**config.mk**
```make
export PLATFORM = sky130hd
export DESIGN_NAME = uart_rx_os
export DESIGN_NICKNAME = d
export VERILOG_FILES = /design/src/rtl/uart_pkg.sv /design/src/rtl/uart_baud_tick.sv /design/src/rtl/uart_rx_os.sv
export SDC_FILE = /design/constraint.sdc
export NUM_CORES = 1
export LEC_CHECK = 0
export CAP_MARGIN = 40
export CELL_PAD_IN_SITES_DETAIL_PLACEMENT = 0
export CELL_PAD_IN_SITES_GLOBAL_PLACEMENT = 1
export CORE_MARGIN = 2
export CORE_UTILIZATION = 45
export CTS_BUF_LIST = sky130_fd_sc_hd__clkbuf_8
export CTS_CLUSTER_DIAMETER = 100
export DETAILED_ROUTE_END_ITERATION = 8
export PLACE_DENSITY_LB_ADDON = 0.1
export SLEW_MARGIN = 30
export SYNTH_ARGS = -nofsm -noshare
export SYNTH_HDL_FRONTEND = slang
export SYNTH_SLANG_ARGS = --single-unit
```
**constraint.sdc**
```tcl
create_clock -name clk_i -period 3.3 [get_ports clk_i]
set_clock_uncertainty 0.15 [all_clocks]
set_input_delay 0.495 -clock clk_i [delete_from_list [all_inputs] [get_ports clk_i]]
set_output_delay 0.495 -clock clk_i [all_outputs]
set_load 0.02 [all_outputs]
```
**src/rtl/uart_pkg.sv**
```systemverilog
// -----------------------------------------------------------------------------
// uart_pkg: shared types and helpers for the oversampling UART blocks.
//   rx_state_e    receiver FSM state encoding
//   PAR_*         parity mode constants for the PARITY parameter
//   par_expected  parity bit a correct frame carries for a data word
// -----------------------------------------------------------------------------
package uart_pkg;

    localparam int unsigned MAX_DATA_W = 9;

    localparam int unsigned PAR_NONE = 0;
    localparam int unsigned PAR_ODD  = 1;
    localparam int unsigned PAR_EVEN = 2;

    typedef enum logic [2:0] {
        ST_IDLE,
        ST_START,
        ST_DATA,
        ST_PARITY,
        ST_STOP,
        ST_DELIVER,
        ST_BREAK
    } rx_state_e;

    // Data is zero-extended to MAX_DATA_W, which leaves its XOR unchanged.
    function automatic logic par_expected(input logic [MAX_DATA_W-1:0] d,
                                          input int unsigned           mode);
        par_expected = (mode == PAR_ODD) ? ~(^d) : (^d);
    endfunction

endpackage

```
**src/rtl/uart_baud_tick.sv**
```systemverilog
// -----------------------------------------------------------------------------
// uart_baud_tick: divides clk_i by CLK_DIV into a one-clock tick enable.
//   clk_i      system clock
//   rst_i      asynchronous active-high reset
//   restart_i  realign the divider; first tick follows CLK_DIV clocks later
//   tick_o     registered one-clock tick, every CLK_DIV clocks
// -----------------------------------------------------------------------------
module uart_baud_tick #(
    parameter int unsigned CLK_DIV = 7
) (
    input  logic clk_i,
    input  logic rst_i,
    input  logic restart_i,
    output logic tick_o
);

    localparam int unsigned CW = (CLK_DIV > 1) ? $clog2(CLK_DIV) : 1;

    logic [CW-1:0] cnt_q;
    logic [CW-1:0] cnt_d;
    logic          tick_q;

    // Next count: restart or wrap to 0, otherwise increment.
    always_comb begin
        cnt_d = cnt_q;
        if (restart_i || (cnt_q == CW'(CLK_DIV - 1))) begin
            cnt_d = '0;
        end else begin
            cnt_d = cnt_q + CW'(1);
        end
    end

    // Tick is registered off the next count so it lands exactly on the wrap.
    always_ff @(posedge clk_i or posedge rst_i) begin
        if (rst_i) begin
            cnt_q  <= '0;
            tick_q <= 1'b0;
        end else begin
            cnt_q  <= cnt_d;
            tick_q <= (cnt_d == CW'(CLK_DIV - 1));
        end
    end

    assign tick_o = tick_q;

endmodule

```
**src/rtl/uart_rx_os.sv**
```systemverilog
// -----------------------------------------------------------------------------
// uart_rx_os: oversampling UART receiver with majority vote and valid/ready out.
//   clk_i         system clock
//   rst_i         asynchronous active-high reset
//   rx_i          asynchronous serial line, idle high
//   data_o        received word, LSB first on the wire
//   valid_o       data_o and error flags hold a word
//   ready_i       consumer accepts on valid_o && ready_i
//   frame_err_o   a stop bit was sampled low
//   parity_err_o  parity bit mismatch (0 when PARITY = PAR_NONE)
//   overrun_o     one-clock pulse when a finished word is dropped
//   busy_o        receiver is not idle
// -----------------------------------------------------------------------------
module uart_rx_os
    import uart_pkg::*;
#(
    parameter int unsigned CLK_DIV     = 7,
    parameter int unsigned OVERSAMPLE  = 16,
    parameter int unsigned DATA_W      = 8,
    parameter int unsigned PARITY      = 0,
    parameter int unsigned STOP_BITS   = 1,
    parameter int unsigned SYNC_STAGES = 2
) (
    input  logic              clk_i,
    input  logic              rst_i,
    input  logic              rx_i,
    output logic [DATA_W-1:0] data_o,
    output logic              valid_o,
    input  logic              ready_i,
    output logic              frame_err_o,
    output logic              parity_err_o,
    output logic              overrun_o,
    output logic              busy_o
);

    localparam int unsigned SW = $clog2(OVERSAMPLE);
    localparam int unsigned BW = $clog2(DATA_W);
    localparam int unsigned M  = OVERSAMPLE / 2;

    logic [SYNC_STAGES-1:0] sync_q;
    logic                   rx_prev_q;
    rx_state_e              state_q;
    logic [SW-1:0]          samp_q;
    logic [BW-1:0]          bit_q;
    logic [DATA_W-1:0]      shift_q;
    logic [1:0]             vote_q;
    logic                   ferr_q;
    logic                   perr_q;
    logic [DATA_W-1:0]      data_q;
    logic                   valid_q;
    logic                   frame_err_q;
    logic                   parity_err_q;
    logic                   overrun_q;

    logic rx_s;
    logic tick;
    logic restart_c;
    logic voted_c;
    logic decide_c;
    logic bit_end_c;

    assign rx_s = sync_q[SYNC_STAGES-1];

    // Input synchroniser; resets to idle-high so a low line yields a real edge.
    always_ff @(posedge clk_i or posedge rst_i) begin
        if (rst_i) begin
            sync_q    <= '1;
            rx_prev_q <= 1'b1;
        end else begin
            sync_q    <= {sync_q[SYNC_STAGES-2:0], rx_i};
            rx_prev_q <= rx_s;
        end
    end

    // Start detection, vote and per-bit decision/end strobes.
    always_comb begin
        restart_c = (state_q == ST_IDLE) && rx_prev_q && !rx_s;
        voted_c   = (vote_q[0] & vote_q[1]) | (vote_q[0] & rx_s) | (vote_q[1] & rx_s);
        decide_c  = tick && (samp_q == SW'(M + 1));
        bit_end_c = tick && (samp_q == SW'(OVERSAMPLE - 1));
    end

    uart_baud_tick #(
        .CLK_DIV (CLK_DIV)
    ) u_tick (
        .clk_i     (clk_i),
        .rst_i     (rst_i),
        .restart_i (restart_c),
        .tick_o    (tick)
    );

    // Receive FSM, sample counter, shift register and output register.
    always_ff @(posedge clk_i or posedge rst_i) begin
        if (rst_i) begin
            state_q      <= ST_IDLE;
            samp_q       <= '0;
            bit_q        <= '0;
            shift_q      <= '0;
            vote_q       <= '0;
            ferr_q       <= 1'b0;
            perr_q       <= 1'b0;
            data_q       <= '0;
            valid_q      <= 1'b0;
            frame_err_q  <= 1'b0;
            parity_err_q <= 1'b0;
            overrun_q    <= 1'b0;
        end else begin
            overrun_q <= 1'b0;
            if (valid_q && ready_i) begin
                valid_q <= 1'b0;
            end

            // Sample index within the bit; the first two vote samples are kept.
            if (tick && (state_q != ST_IDLE)) begin
                samp_q <= (samp_q == SW'(OVERSAMPLE - 1)) ? '0 : samp_q + SW'(1);
                if (samp_q == SW'(M - 1)) vote_q[0] <= rx_s;
                if (samp_q == SW'(M))     vote_q[1] <= rx_s;
            end

            unique case (state_q)
                ST_IDLE: begin
                    if (restart_c) begin
                        state_q <= ST_START;
                        samp_q  <= '0;
                        bit_q   <= '0;
                        ferr_q  <= 1'b0;
                        perr_q  <= 1'b0;
                    end
                end
                ST_START: begin
                    if (decide_c && voted_c) begin
                        state_q <= ST_IDLE;
                    end else if (bit_end_c) begin
                        state_q <= ST_DATA;
                        bit_q   <= '0;
                    end
                end
                ST_DATA: begin
                    if (decide_c) begin
                        shift_q <= {voted_c, shift_q[DATA_W-1:1]};
                    end
                    if (bit_end_c) begin
                        if (bit_q == BW'(DATA_W - 1)) begin
                            bit_q   <= '0;
                            state_q <= (PARITY != PAR_NONE) ? ST_PARITY : ST_STOP;
                        end else begin
                            bit_q <= bit_q + BW'(1);
                        end
                    end
                end
                ST_PARITY: begin
                    if (decide_c) begin
                        perr_q <= (voted_c != par_expected(MAX_DATA_W'(shift_q), PARITY));
                    end
                    if (bit_end_c) begin
                        state_q <= ST_STOP;
                        bit_q   <= '0;
                    end
                end
                ST_STOP: begin
                    // Leave at the final stop decision so back-to-back frames fit.
                    if (decide_c) begin
                        if (!voted_c) ferr_q <= 1'b1;
                        if (bit_q == BW'(STOP_BITS - 1)) state_q <= ST_DELIVER;
                    end
                    if (bit_end_c) begin
                        bit_q <= bit_q + BW'(1);
                    end
                end
                ST_DELIVER: begin
                    if (!valid_q || ready_i) begin
                        data_q       <= shift_q;
                        frame_err_q  <= ferr_q;
                        parity_err_q <= perr_q;
                        valid_q      <= 1'b1;
                    end else begin
                        overrun_q <= 1'b1;
                    end
                    state_q <= (ferr_q && !rx_s) ? ST_BREAK : ST_IDLE;
                end
                ST_BREAK: begin
                    if (rx_s) state_q <= ST_IDLE;
                end
                default: state_q <= ST_IDLE;
            endcase
        end
    end

    assign data_o       = data_q;
    assign valid_o      = valid_q;
    assign frame_err_o  = frame_err_q;
    assign parity_err_o = parity_err_q;
    assign overrun_o    = overrun_q;
    assign busy_o       = (state_q != ST_IDLE);

endmodule

```
Word-level counts from Yosys, hierarchy flattened

Index checks and enable logic that the tools add are counted.

Latch bits: 0
Logic and storage cells: 112
Memory bits (read-only): 0
Flip-flop bits (word level): 41
Memories: 0
Bits in writable memories: 0
Input port bits: 4
Output and inout bits: 13

Add/sub/neg operators: 3
Eq/ne operators: 26
$lt $le $gt $ge: 0
Bitwise operators: 5
Reductions and logical operators: 27
Muxes and demuxes: 34
Divide/modulo/power cells: 0
Shift operators: 0
$mul: 0

Operators by type and width:

| operator              | number |
|---|---|
| $mux W3               | 17 |
| $pmux W3 S7           | 1 |
| $ne A2 B2 Y1 const B  | 10 |
| $eq A3 B3 Y1 const B  | 6 |
| $mux W4               | 4 |
| $pmux W3 S5           | 1 |
| $eq A4 B4 Y1 const B  | 3 |
| $mux W1               | 9 |
| $reduce_xor A9 Y1     | 1 |
| $logic_and A1 B1 Y1   | 8 |
| $reduce_and A2 Y1     | 4 |
| $reduce_and A8 Y1     | 1 |
| $add A3 B1 Y3 const B | 2 |
| $eq A3 B2 Y1 const B  | 2 |
| $logic_not A3 Y1      | 2 |
| $reduce_and A5 Y1     | 1 |
| $reduce_bool A5 Y1    | 1 |
| $add A4 B1 Y4 const B | 1 |
| $eq A4 B3 Y1 const B  | 1 |
| $pmux W1 S2           | 2 |
| $reduce_and A4 Y1     | 1 |
| $reduce_bool A2 Y1    | 2 |
| $and A1 B1 Y1         | 3 |
| $eq A3 B1 Y1 const B  | 1 |
| other kinds (8)       | 11 |

Depth between registers and ports, before layout

Gate-level depths: netlist of run 1.

Depth in word-level cells: 6
Mapped depth: 6
Gate-level depth less buffers: 6

Cells and area by module

Synthesis of run 1 repeated with hierarchy kept, for this count alone.

Cells, all modules: 163
Area, all modules: 2023.2 um^2

By module, submodules not included:

| module         | cells an instance | seq. area each (um^2) | times used | area an instance (um^2) |
|---|---|---|---|---|
| uart_rx_os     | 149               | 929.6                 | 1          | 1840.5 |
| uart_baud_tick | 14                | 100.1                 | 1          | 182.7 |

Worst setup path before layout of run 1

OpenSTA, ideal clock, no wires.

Kind: reg2reg
Start: register bit_q[0]
End: register state_q[0]
Data required time: 3022 ps
Arrival: 1569 ps
Setup time: 128 ps
Buffers on the path: 0
Cell stages (with the launch flop): 7
Clock period less this slack: 1847 ps
Setup slack: 1453 ps
Cell sequence: dfrtp_1 inv_1 ha_1 or3b_2 nand4b_1 o2111ai_2 mux2_1

Cells in the longest elaborated chain, start to end: 3
Elaborated cells on any way between the ends: 5
Those cells by class: 3 x eq/ne; 2 x reduce/logical

RTL lines:

| what                                                    | line                                 | source |
|---|---|---|
| start: declaration                                      | uart_rx_os.sv:44                     | `logic [BW-1:0] bit_q;` |
| start signal: assignment                                | uart_rx_os.sv:147                    | `bit_q <= bit_q + BW'(1);` |
| start signal: assignment                                | uart_rx_os.sv:167                    | `bit_q <= bit_q + BW'(1);` |
| $eq A3 B3 Y1 / $logic_not A3 Y1 (equally long branches) | uart_rx_os.sv:143, uart_rx_os.sv:164 |  |
| $ne A2 B2 Y1 (no line)                                  | --                                   |  |
| $reduce_and A8 Y1 (no line) (*)                         | --                                   |  |
| end signal: assignment                                  | uart_rx_os.sv:145                    | `state_q <= (PARITY != PAR_NONE) ? ST_PARITY : ST_STOP;` |
| end signal: assignment                                  | uart_rx_os.sv:179                    | `state_q <= (ferr_q && !rx_s) ? ST_BREAK : ST_IDLE;` |
| end: declaration                                        | uart_rx_os.sv:42                     | `rx_state_e state_q;` |

Mark *: on every way between the ends. The rest lies on a longest branch, timed or not.
A chain may end at the register's enable or synchronous reset.

Final worst setup path of run 1

Start: register state_q[1]
End: output busy_o

Cells in the longest elaborated chain, start to end: 1

RTL lines:

| what               | line              | source |
|---|---|---|
| $reduce_bool A3 Y1 | uart_rx_os.sv:194 | `assign busy_o = (state_q != ST_IDLE);` |
| end: declaration   | uart_rx_os.sv:33  | `output logic busy_o` |

Every way passes these cells.

==> out/results.ini, run 1 <==
[clock_tree]
clk_path_buf_depth = 2
cts_root_buffer = clkbuf_8
postCtsSetupRepairBufs = 0
htree_levels = 2
clk-insertion-delay-late_ps = 290
cts_resized = 0
cts_buffers = 5
cts-hold-fix-buffers = 0
clock_sinks = 41
clkSlewWorstSetupHoldPaths_ps = 80
cts_tree = yes

[drt]
wl_per_cell_um = 15.0
drt_iter0_drc = 89
vias_per_cell = 5.40
vias = 1290
drtPass1Iterations = 4
route.detailed.drc = 0
wl_um = 3600
ant_nets = 0

[sta]
layout_min_cycle_time_ps = 2600
worst_pin_slew_ps = 572
relSlewSlack_pct = 61.8
setup_tns_ps = 0
layout_setup_ws_ps = 697
slew_viol_final = 0
finalHoldViolCount = 0
fmax_mhz = 384
rsz0062_at_grt = false
finalCritPeriodShare_pct = 78.9
hold_ws_ps = 207
setup_viol = 0

[placement]
place.gp.congestion = 0.845
pre_cts_ws_ps = 1010
io_buffers = 16
dpl.hpwl_um = 2460

[global_routing]
grt_usage_pct = 16.4
grt_pass1_vias = 1329
antenna_found_initial = 0
grt_max_degree = 42
grt_overflow = 0
grt_pass1_wl_um = 6420

[logic_synthesis]
synth-compound-area-share_pct = 5.93
yosys.area_share.simple_pct = 14.6
yosysSeqAreaShare_pct = 50.9
synth_nets = 178
synth_common_cells = dfrtp_1 (38), mux2_2 (22), nor2_1 (10), inv_1 (9)
yosysMostFrequentCell = dfrtp_1
synthArstFlopShare_pct = 100
synth-edff-count = 0
synth_top_flop_cell = dfrtp_1
syn_area_mm2 = 0.00202
ys_warn_count = 0
synth_seq_cells = 41
muxShareOfSynthArea_pct = 14.3
synth-xor-area-share_pct = 5.87
netlist_top_cells_area = dfrtp_1 (47%), mux2_2 (12%), ha_1 (4.9%)
synthCells = 166
yosysUniqueCellTypes = 43
synth_top_area_share_pct = 47.0
yosysTopAreaCell = dfrtp_1
yosys.area_share.adder_pct = 5.44
syn_area_per_cell_um2 = 12.2
synth_top_family_by_area = simple AND/OR/NAND/NOR gates

[final_layout]
seq_area_mm2 = 0.00103
fin_nets = 198
num_antenna_cells = 0
syn_to_final_growth_pct = 15.9
n_fill_cell = 376
multi_input_area_um2 = 933
final_util_pct = 53.9
drive_gt1_share_pct = 20.9

[floorplan]
io_pins = 17
start_util_pct = 46.5
die-area_mm2 = 0.00505
fp-row-count = 24
fp.dieH_um = 71.1
core-area_mm2 = 0.00435
die_x_um = 71.1

[worst_setup_path]
critical-path-max-stage-delay_ps = 560
cp_num_buf_inv = 2
slowest_stage = dfrtp_1
start_kind = flop
critPathRequiredTime_ps = 2650
cp_max_fo = 15
critPathKind = reg2out
cp-end-kind = output port
cp.arrival_ps = 1960
critical-path-top-delay-family = buffers and inverters
worstPathCellList = nor3_1 -> inv_1 -> clkdlybuf4s50_1

[outcome]
status = finished, final reports clean

[pwr]
leakage_nw = 1.09
ir_drop_mv = 0.328
p_per_area_mw_per_mm2 = 698

[min_path]
hold_class = reg2reg

[run]
max_cap_violations = 0

through the flow:
stage	instances	power, mW	instance area (um2)
after floorplan	166	1.11	2020
after global placement	231	1.21	2230
after detailed placement	231	1.24	2230
after CTS	239	1.66	2350
after global routing	239	1.77	2350
final	239	1.64	2350
report_power, final:
group	switching [mW]	internal [mW]
registers	0.132	0.585
logic	0.258	0.254
clock network	0.165	0.243
path summary, 6_finish.rpt:
check | from | to | cells after the start | slack (ps)
max | state_q[1]$_DFFE_PP0P_ | busy_o | 3 | 700
min | sync_q[0]$_DFF_PP1_ | sync_q[1]$_DFF_PP1_ | 0 | 210
max reg2reg | state_q[0]$_DFFE_PP0P_ | data_o[3]$_DFFE_PP0P_ | 3 | 1130
min reg2reg | sync_q[0]$_DFF_PP1_ | sync_q[1]$_DFF_PP1_ | 0 | 210
max in group asynchronous | rst_i | rx_prev_q$_DFF_PP1_ | 3 | 2150
min in group asynchronous | rst_i | u_tick.cnt_q[1]$_DFF_PP0_ | 3 | 480
cells by family after synthesis:
kind of cell	count (synthesis)
AOI/OAI and AO/OA	16
xor gates and xnor gates	12
adders and majority gates	9
buffers and inverters	13
DFF	41
muxes	26
and+or+nand+nor	49
layout by cell type (no fill, tap or decap), types with 4 or more instances in the layout:
cell / instances
nor2_1: 10
ha_1: 8
mux2_2: 22
clkdlybuf4s50_1: 16
nand2_1: 8
a21oi_1: 5
nor3_1: 4
xnor2_1: 8
dfrtp_1: 38
clkbuf_8: 6
inv_1: 10
metal layers:
| metal | track usage, % | wire length [um] | up-vias |
|---|---|---|---|
| li1 | - | - | 619 |
| met1 | 21.2 | 1630 | 647 |
| met2 | 26.5 | 1800 | 18 |
| met3 | 4.42 | 109 | 6 |
| met4 | 6.08 | 57 | 0 |
| met5 | 0 | 0 | - |
area by class of cell:
class / instances / area share [%]
Sequential cell: 41 / 43.9
Tap cell: 52 / 2.77
Clock buffer: 6 / 3.52
Inverter: 9 / 1.44
Multi-Input combinational cell: 112 / 39.8
Timing Repair Buffer: 17 / 7.15
Clock inverter: 2 / 1.44
state kept, by name, summed over array words and instances (netlist names):
name	cells
bit_q	3
data_o	8
ferr_q	1
frame_err_o	1
overrun_o	1
parity_err_o	1
perr_q	1
rx_prev_q	1
samp_q	4
shift_q	8
state_q	3
sync_q	2
u_tick.cnt_q	3
u_tick.tick_o	1
valid_o	1
vote_q	2
No activity file was read; power rests on OpenSTA's default activity.
==> run 2, diff against run 1 <==
==> constraint.sdc (replaced) <==
create_clock -name clk_i -period 2.4 [get_ports clk_i]
set_clock_uncertainty 0.15 [all_clocks]
set_input_delay 0.36 -clock clk_i [delete_from_list [all_inputs] [get_ports clk_i]]
set_output_delay 0.36 -clock clk_i [all_outputs]
set_load 0.02 [all_outputs]
==> out/results.ini, run 2 (synthesis results as in run 1) <==
[global_routing]
use_met1_pct = 21.5  ; +0.30 points
grt.busiest_layer = met2
grt_overflow = 0  ; unchanged
grt_usage_pct = 16.0  ; -0.36 points
antenna_found_initial = 0  ; unchanged
grtUsageMet3_pct = 4.13  ; -0.28 points
grt_use_met2_pct = 25.5  ; -0.93 points
grt_max_degree = 42  ; unchanged
grt_pass1_vias = 1364  ; +2.6%
grt_pass1_wl_um = 6440  ; +0.22%

[clock_tree]
clk-insertion-delay-late_ps = 290  ; about the same
cts_root_buffer = clkbuf_8
htree_levels = 2  ; unchanged
clk_path_buf_depth = 2  ; unchanged
cts-hold-fix-buffers = 0  ; unchanged
cts_tree = yes
cts_buffers = 5  ; unchanged
clock_sinks = 41  ; unchanged
clkSlewWorstSetupHoldPaths_ps = 80  ; about the same

[drt]
vias_per_cell = 5.32  ; -1.5%
route.detailed.drc = 0  ; unchanged
wl_um = 3530  ; -1.9%
ant_nets = 0  ; unchanged
drtPass1Iterations = 4  ; unchanged
wl_per_cell_um = 14.6  ; -3.1%
drt_iter0_drc = 39  ; -56%
vias = 1287  ; -0.23%

[sta]
worst_pin_slew_ps = 510  ; -62.8 ps
finalCritPeriodShare_pct = 92.5
setup_viol = 0  ; unchanged
rsz0062_at_grt = false
relSlewSlack_pct = 66.0  ; +4.2 points
fmax_mhz = 450
finalHoldViolCount = 0  ; unchanged
slew_viol_final = 0  ; unchanged
setup_tns_ps = 0  ; unchanged
layout_min_cycle_time_ps = 2220

[floorplan]
fp.dieH_um = 71.1  ; unchanged
die_x_um = 71.1  ; unchanged
io_pins = 17  ; unchanged
core-area_mm2 = 0.00435  ; unchanged
die-area_mm2 = 0.00505  ; unchanged
start_util_pct = 46.5  ; unchanged
fp-row-count = 24  ; unchanged

[min_path]
hold_class = reg2reg

[final_layout]
num_antenna_cells = 0  ; unchanged
n_fill_cell = 361  ; -4.0%
seq_area_mm2 = 0.00103  ; unchanged
final_common_cell = dfrtp_1
drive_gt1_share_pct = 22.6  ; +1.8 points
multi_input_area_um2 = 938  ; +0.54%
fin_nets = 202  ; +2.0%
syn_to_final_growth_pct = 15.9  ; unchanged
design_area_mm2 = 0.00235  ; unchanged
layout_common_cells = dfrtp_1 (38), mux2_2 (22), clkdlybuf4s50_1 (16), inv_1 (10), nor2_1 (10)

[placement]
dpl.hpwl_um = 2560  ; +3.8%
io_buffers = 16  ; unchanged
place_area_mm2 = 0.00226  ; +1.3%
place.gp.congestion = 0.885  ; +4.7%

[worst_setup_path]
cp_max_fo = 9  ; -6
critPathRequiredTime_ps = 1890  ; -760 ps
cp.arrival_ps = 1710  ; -250 ps
critPathKind = reg2out
cp-end-kind = output port
start_kind = flop

[pwr]
p_per_area_mw_per_mm2 = 922  ; +32%
ir_drop_mv = 0.489  ; +49%
leakage_nw = 1.10  ; +0.39%

[run]
max_cap_violations = 0  ; unchanged

[outcome]
status = finished, final reports clean

run 2: cell count changes in the layout (fill, tap and decap cells not counted):
cell / change
nor3_2: +1
clkinv_4: +1
nor3_1: -1
clkbuf_8: -1
buf_4: +4
bufinv_16: -1
run 2: layout make-up:
cell class	instances	area share [%]
Inverter	9	1.44
Clock inverter	2	0.533
Clock buffer	5	2.93
Tap cell	52	2.77
Timing Repair Buffer	21	8.43
Multi-Input combinational cell	112	40.0
Sequential cell	41	43.9
run 2: layer usage:
| metal | up-vias | wire (um) |
|---|---|---|
| li1 | 629 | - |
| met1 | 637 | 1620 |
| met2 | 16 | 1770 |
| met3 | 5 | 99 |
| met4 | 0 | 40 |
| met5 | - | 0 |
run 2: path summary, 6_finish.rpt:
check,start,end,slack (ps),depth (start not counted)
min in group asynchronous,rst_i,parity_err_o$_DFFE_PP0P_,340,3
max in group asynchronous,rst_i,rx_prev_q$_DFF_PP1_,1380,3
worst min register to register,sync_q[0]$_DFF_PP1_,sync_q[1]$_DFF_PP1_,210,0
worst min-delay path,sync_q[0]$_DFF_PP1_,sync_q[1]$_DFF_PP1_,210,0
worst max register to register,samp_q[1]$_DFF_PP0_,shift_q[6]$_DFFE_PP0P_,300,6
worst max-delay path,state_q[1]$_DFFE_PP0P_,busy_o,180,3
run 2: worst max-delay path, stage by stage (launching register included):
cell and delay [ps]:
dfrtp_1 490, nor3_2 320, inv_1 70, clkdlybuf4s50_1 530
run 2: metrics by stage:
stage	hold slack [ps]	util [%]	total power [mW]	std cells	setup WS, ps
2_1_floorplan	195	-	1.53	166	553
3_3_place_gp	197	51.9	1.71	235	339
3_5_place_dp	199	51.9	1.76	235	304
4_1_cts	210	53.8	2.19	242	58.9
5_1_grt	216	53.9	2.34	242	72.5
6_report	209	53.9	2.16	242	179
run 2: power breakdown:
part	switching, mW	total [mW]	internal [mW]
combinational	0.409	0.803	0.393
sequential	0.137	0.943	0.806
clock	0.222	0.419	0.197
total	0.768	2.16	1.40
run 2: timing repair:
action	CTS	global route
buffers inserted	0	0
endpoints found under the setup margin	0	1
resized for setup	0	1
==> run 3, diff against run 2 <==
--- a/config.mk
+++ b/config.mk
@@ -17,4 +17,5 @@
 export SLEW_MARGIN = 30
 export SYNTH_ARGS = -nofsm -noshare
 export SYNTH_HDL_FRONTEND = slang
+export SYNTH_HIERARCHICAL = 1
 export SYNTH_SLANG_ARGS = --single-unit
==> out/results.ini, run 3 <==
[logic_synthesis]
synthArstFlopShare_pct = 100  ; unchanged
synth-xor-area-share_pct = 5.01  ; -0.86 points
synth_common_cells = dfrtp_1 (38), mux2_2 (22), nor2_1 (11), inv_1 (9), ha_1 (8)
syn_area_per_cell_um2 = 12.4  ; +1.8%
synthCells = 163  ; -1.8%
synth_nets = 175  ; -1.7%
yosys.area_share.adder_pct = 6.00  ; +0.56 points
synth_top_area_share_pct = 47.0  ; about the same
netlist_top_cells_area = dfrtp_1 (47%), mux2_2 (12%), ha_1 (4.9%)
yosysMostFrequentCell = dfrtp_1
synth_seq_cells = 41  ; unchanged
synth-edff-count = 0  ; unchanged
muxShareOfSynthArea_pct = 14.0  ; -0.30 points
yosysTopAreaCell = dfrtp_1
synth-compound-area-share_pct = 7.11  ; +1.2 points
synth_top_family_by_area = multiplexers
yosys.area_share.simple_pct = 12.9  ; -1.7 points
yosysSeqAreaShare_pct = 50.9  ; about the same
yosysUniqueCellTypes = 46  ; +7.0%
syn_area_mm2 = 0.00202  ; about the same
ys_warn_count = 6  ; +6
synth_top_flop_cell = dfrtp_1

[pwr]
ir_drop_mv = 0.451  ; -7.8%
p_per_area_mw_per_mm2 = 951  ; +3.1%
leakage_nw = 1.08  ; -1.3%

[worst_setup_path]
critPathKind = reg2out
critical-path-max-stage-delay_ps = 560  ; +30 ps
critical-path-top-delay-family = buffers and inverters
worstReg2RegStart = samp_q[0]$_DFF_PP0_
slowest_stage = clkdlybuf4s50_1
cp_max_fo = 10  ; +1
cp-startpoint = state_q[2]$_DFFE_PP0P_
cp_num_buf_inv = 1  ; -1
start_kind = flop
worstPathCellList = or3_4 -> clkdlybuf4s50_1
critPathRequiredTime_ps = 1890  ; about the same
cp-end-kind = output port
cp.arrival_ps = 1780  ; +70 ps

[sta]
fmax_mhz = 437  ; -3.0%
relSlewSlack_pct = 68.6  ; +2.5 points
setup_tns_ps = 0  ; unchanged
hold_ws_ps = 118  ; -90.4 ps
worst_pin_slew_ps = 460  ; -49.8 ps
rsz0062_at_grt = false
setup_viol = 0  ; unchanged
finalHoldViolCount = 0  ; unchanged
finalCritPeriodShare_pct = 95.4  ; +2.9 points
slew_viol_final = 0  ; unchanged
layout_setup_ws_ps = 110  ; -69.4 ps
layout_min_cycle_time_ps = 2290  ; +69.4 ps

[floorplan]
die-area_mm2 = 0.00505  ; about the same
fp.dieH_um = 71.1  ; about the same
start_util_pct = 46.5  ; about the same
io_pins = 17  ; unchanged
die_x_um = 71.1  ; about the same
fp-row-count = 24  ; unchanged
core-area_mm2 = 0.00435  ; unchanged

[clock_tree]
htree_levels = 2  ; unchanged
postCtsSetupRepairBufs = 0  ; unchanged
clk_path_buf_depth = 2  ; unchanged
clkSlewWorstSetupHoldPaths_ps = 80  ; about the same
cts_root_buffer = clkbuf_8
cts_tree = yes
clock_sinks = 41  ; unchanged
clk-insertion-delay-late_ps = 290  ; about the same
cts-hold-fix-buffers = 0  ; unchanged
cts_buffers = 5  ; unchanged
cts_resized = 0  ; unchanged

[final_layout]
drive_gt1_share_pct = 27.2  ; +4.5 points
fin_nets = 195  ; -3.5%
layout_common_cells = dfrtp_1 (37), mux2_2 (22), clkdlybuf4s50_1 (16), nor2_1 (11), inv_1 (9)
num_antenna_cells = 0  ; unchanged
syn_to_final_growth_pct = 15.1
final_common_cell = dfrtp_1
final_util_pct = 53.5  ; -0.40 points

[drt]
route.detailed.drc = 0  ; unchanged
vias = 1266  ; -1.6%
vias_per_cell = 5.36  ; +0.87%
ant_nets = 0  ; unchanged
wl_um = 3600  ; +2.0%
drt_iter0_drc = 86  ; +120%
drtPass1Iterations = 4  ; unchanged
wl_per_cell_um = 15.2  ; +4.6%

[global_routing]
grt_pass1_wl_um = 6330  ; -1.6%
grt_pass1_vias = 1334  ; -2.2%
antenna_found_initial = 0  ; unchanged
grt_usage_pct = 16.0  ; +0.022 points
grt_max_degree = 38  ; -9.5%
grt_overflow = 0  ; unchanged

[min_path]
hold_class = in2async

[placement]
io_buffers = 16  ; unchanged
dpl.hpwl_um = 2580  ; +0.88%
pre_cts_ws_ps = 323  ; +18.4 ps
place.gp.congestion = 0.902  ; +1.9%

[run]
max_cap_violations = 0  ; unchanged

[outcome]
status = finished, final reports clean

## run 3: per-layer routing
metal,global-route usage (%),wire length (um),vias to the layer above
met5,0,0,-
met4,4.40,34,0
met3,4.99,147,4
met2,25.2,1740,28
met1,21.6,1670,628
li1,-,-,606
## run 3: worst reg2reg max path: stages, from the launching register on
cell	delay (ps)
dfrtp_1	430
ha_1	220
nand4_1	190
o21ai_0	430
o2111ai_2	250
mux2_4	340
## run 3: metrics by stage
stage	std cells	total power [mW]	instance area [um2]
3_5_place_dp	228	1.72	2220
2_1_floorplan	163	1.56	2020
4_1_cts	236	2.24	2330
5_1_grt	236	2.39	2330
3_3_place_gp	228	1.68	2220
6_report	236	2.21	2330
## run 3: worst paths after layout
path,depth (start not counted),endpoint,slack (ps)
worst min register to register,0,sync_q[1]$_DFF_PP1_,210
min in group clk_i,0,sync_q[1]$_DFF_PP1_,210
worst min-delay path,2,u_tick/cnt_q[1]$_DFF_PP0_,120
worst max-delay path,2,busy_o,110
max in group asynchronous,3,sync_q[1]$_DFF_PP1_,1400
worst max register to register,5,state_q[1]$_DFFE_PP0P_,280
## run 3: layout make-up
cell class | instances | area, um2
fill | 370 | 2030
sequential | 41 | 1030
multi-input combinational | 107 | 911
timing repair buffer | 19 | 183
clock buffer | 7 | 96.3
tap | 52 | 65.1
inverter | 9 | 33.8
clock inverter | 1 | 8.76
## run 3: kinds of logic (layout without fill, tap and decap cells)
logic type / after synthesis / after routing
buffers and inverters: 15 / 36
multiplexers: 25 / 25
XOR/XNOR: 10 / 10
adder cells (fa/ha/maj): 10 / 10
AND/OR/NAND/NOR: 44 / 44
AO/OA/AOI/OAI: 18 / 18
flip-flops: 41 / 41
## run 3: report_power, final
| group | total [mW] | internal, mW | switching [mW] | leakage, nW |
|---|---|---|---|---|
| Combinational | 0.768 | 0.376 | 0.392 | 0.486 |
| Sequential | 0.938 | 0.804 | 0.134 | 0.542 |
| Clock | 0.509 | 0.266 | 0.243 | 0.0549 |
| Total | 2.21 | 1.45 | 0.769 | 1.08 |
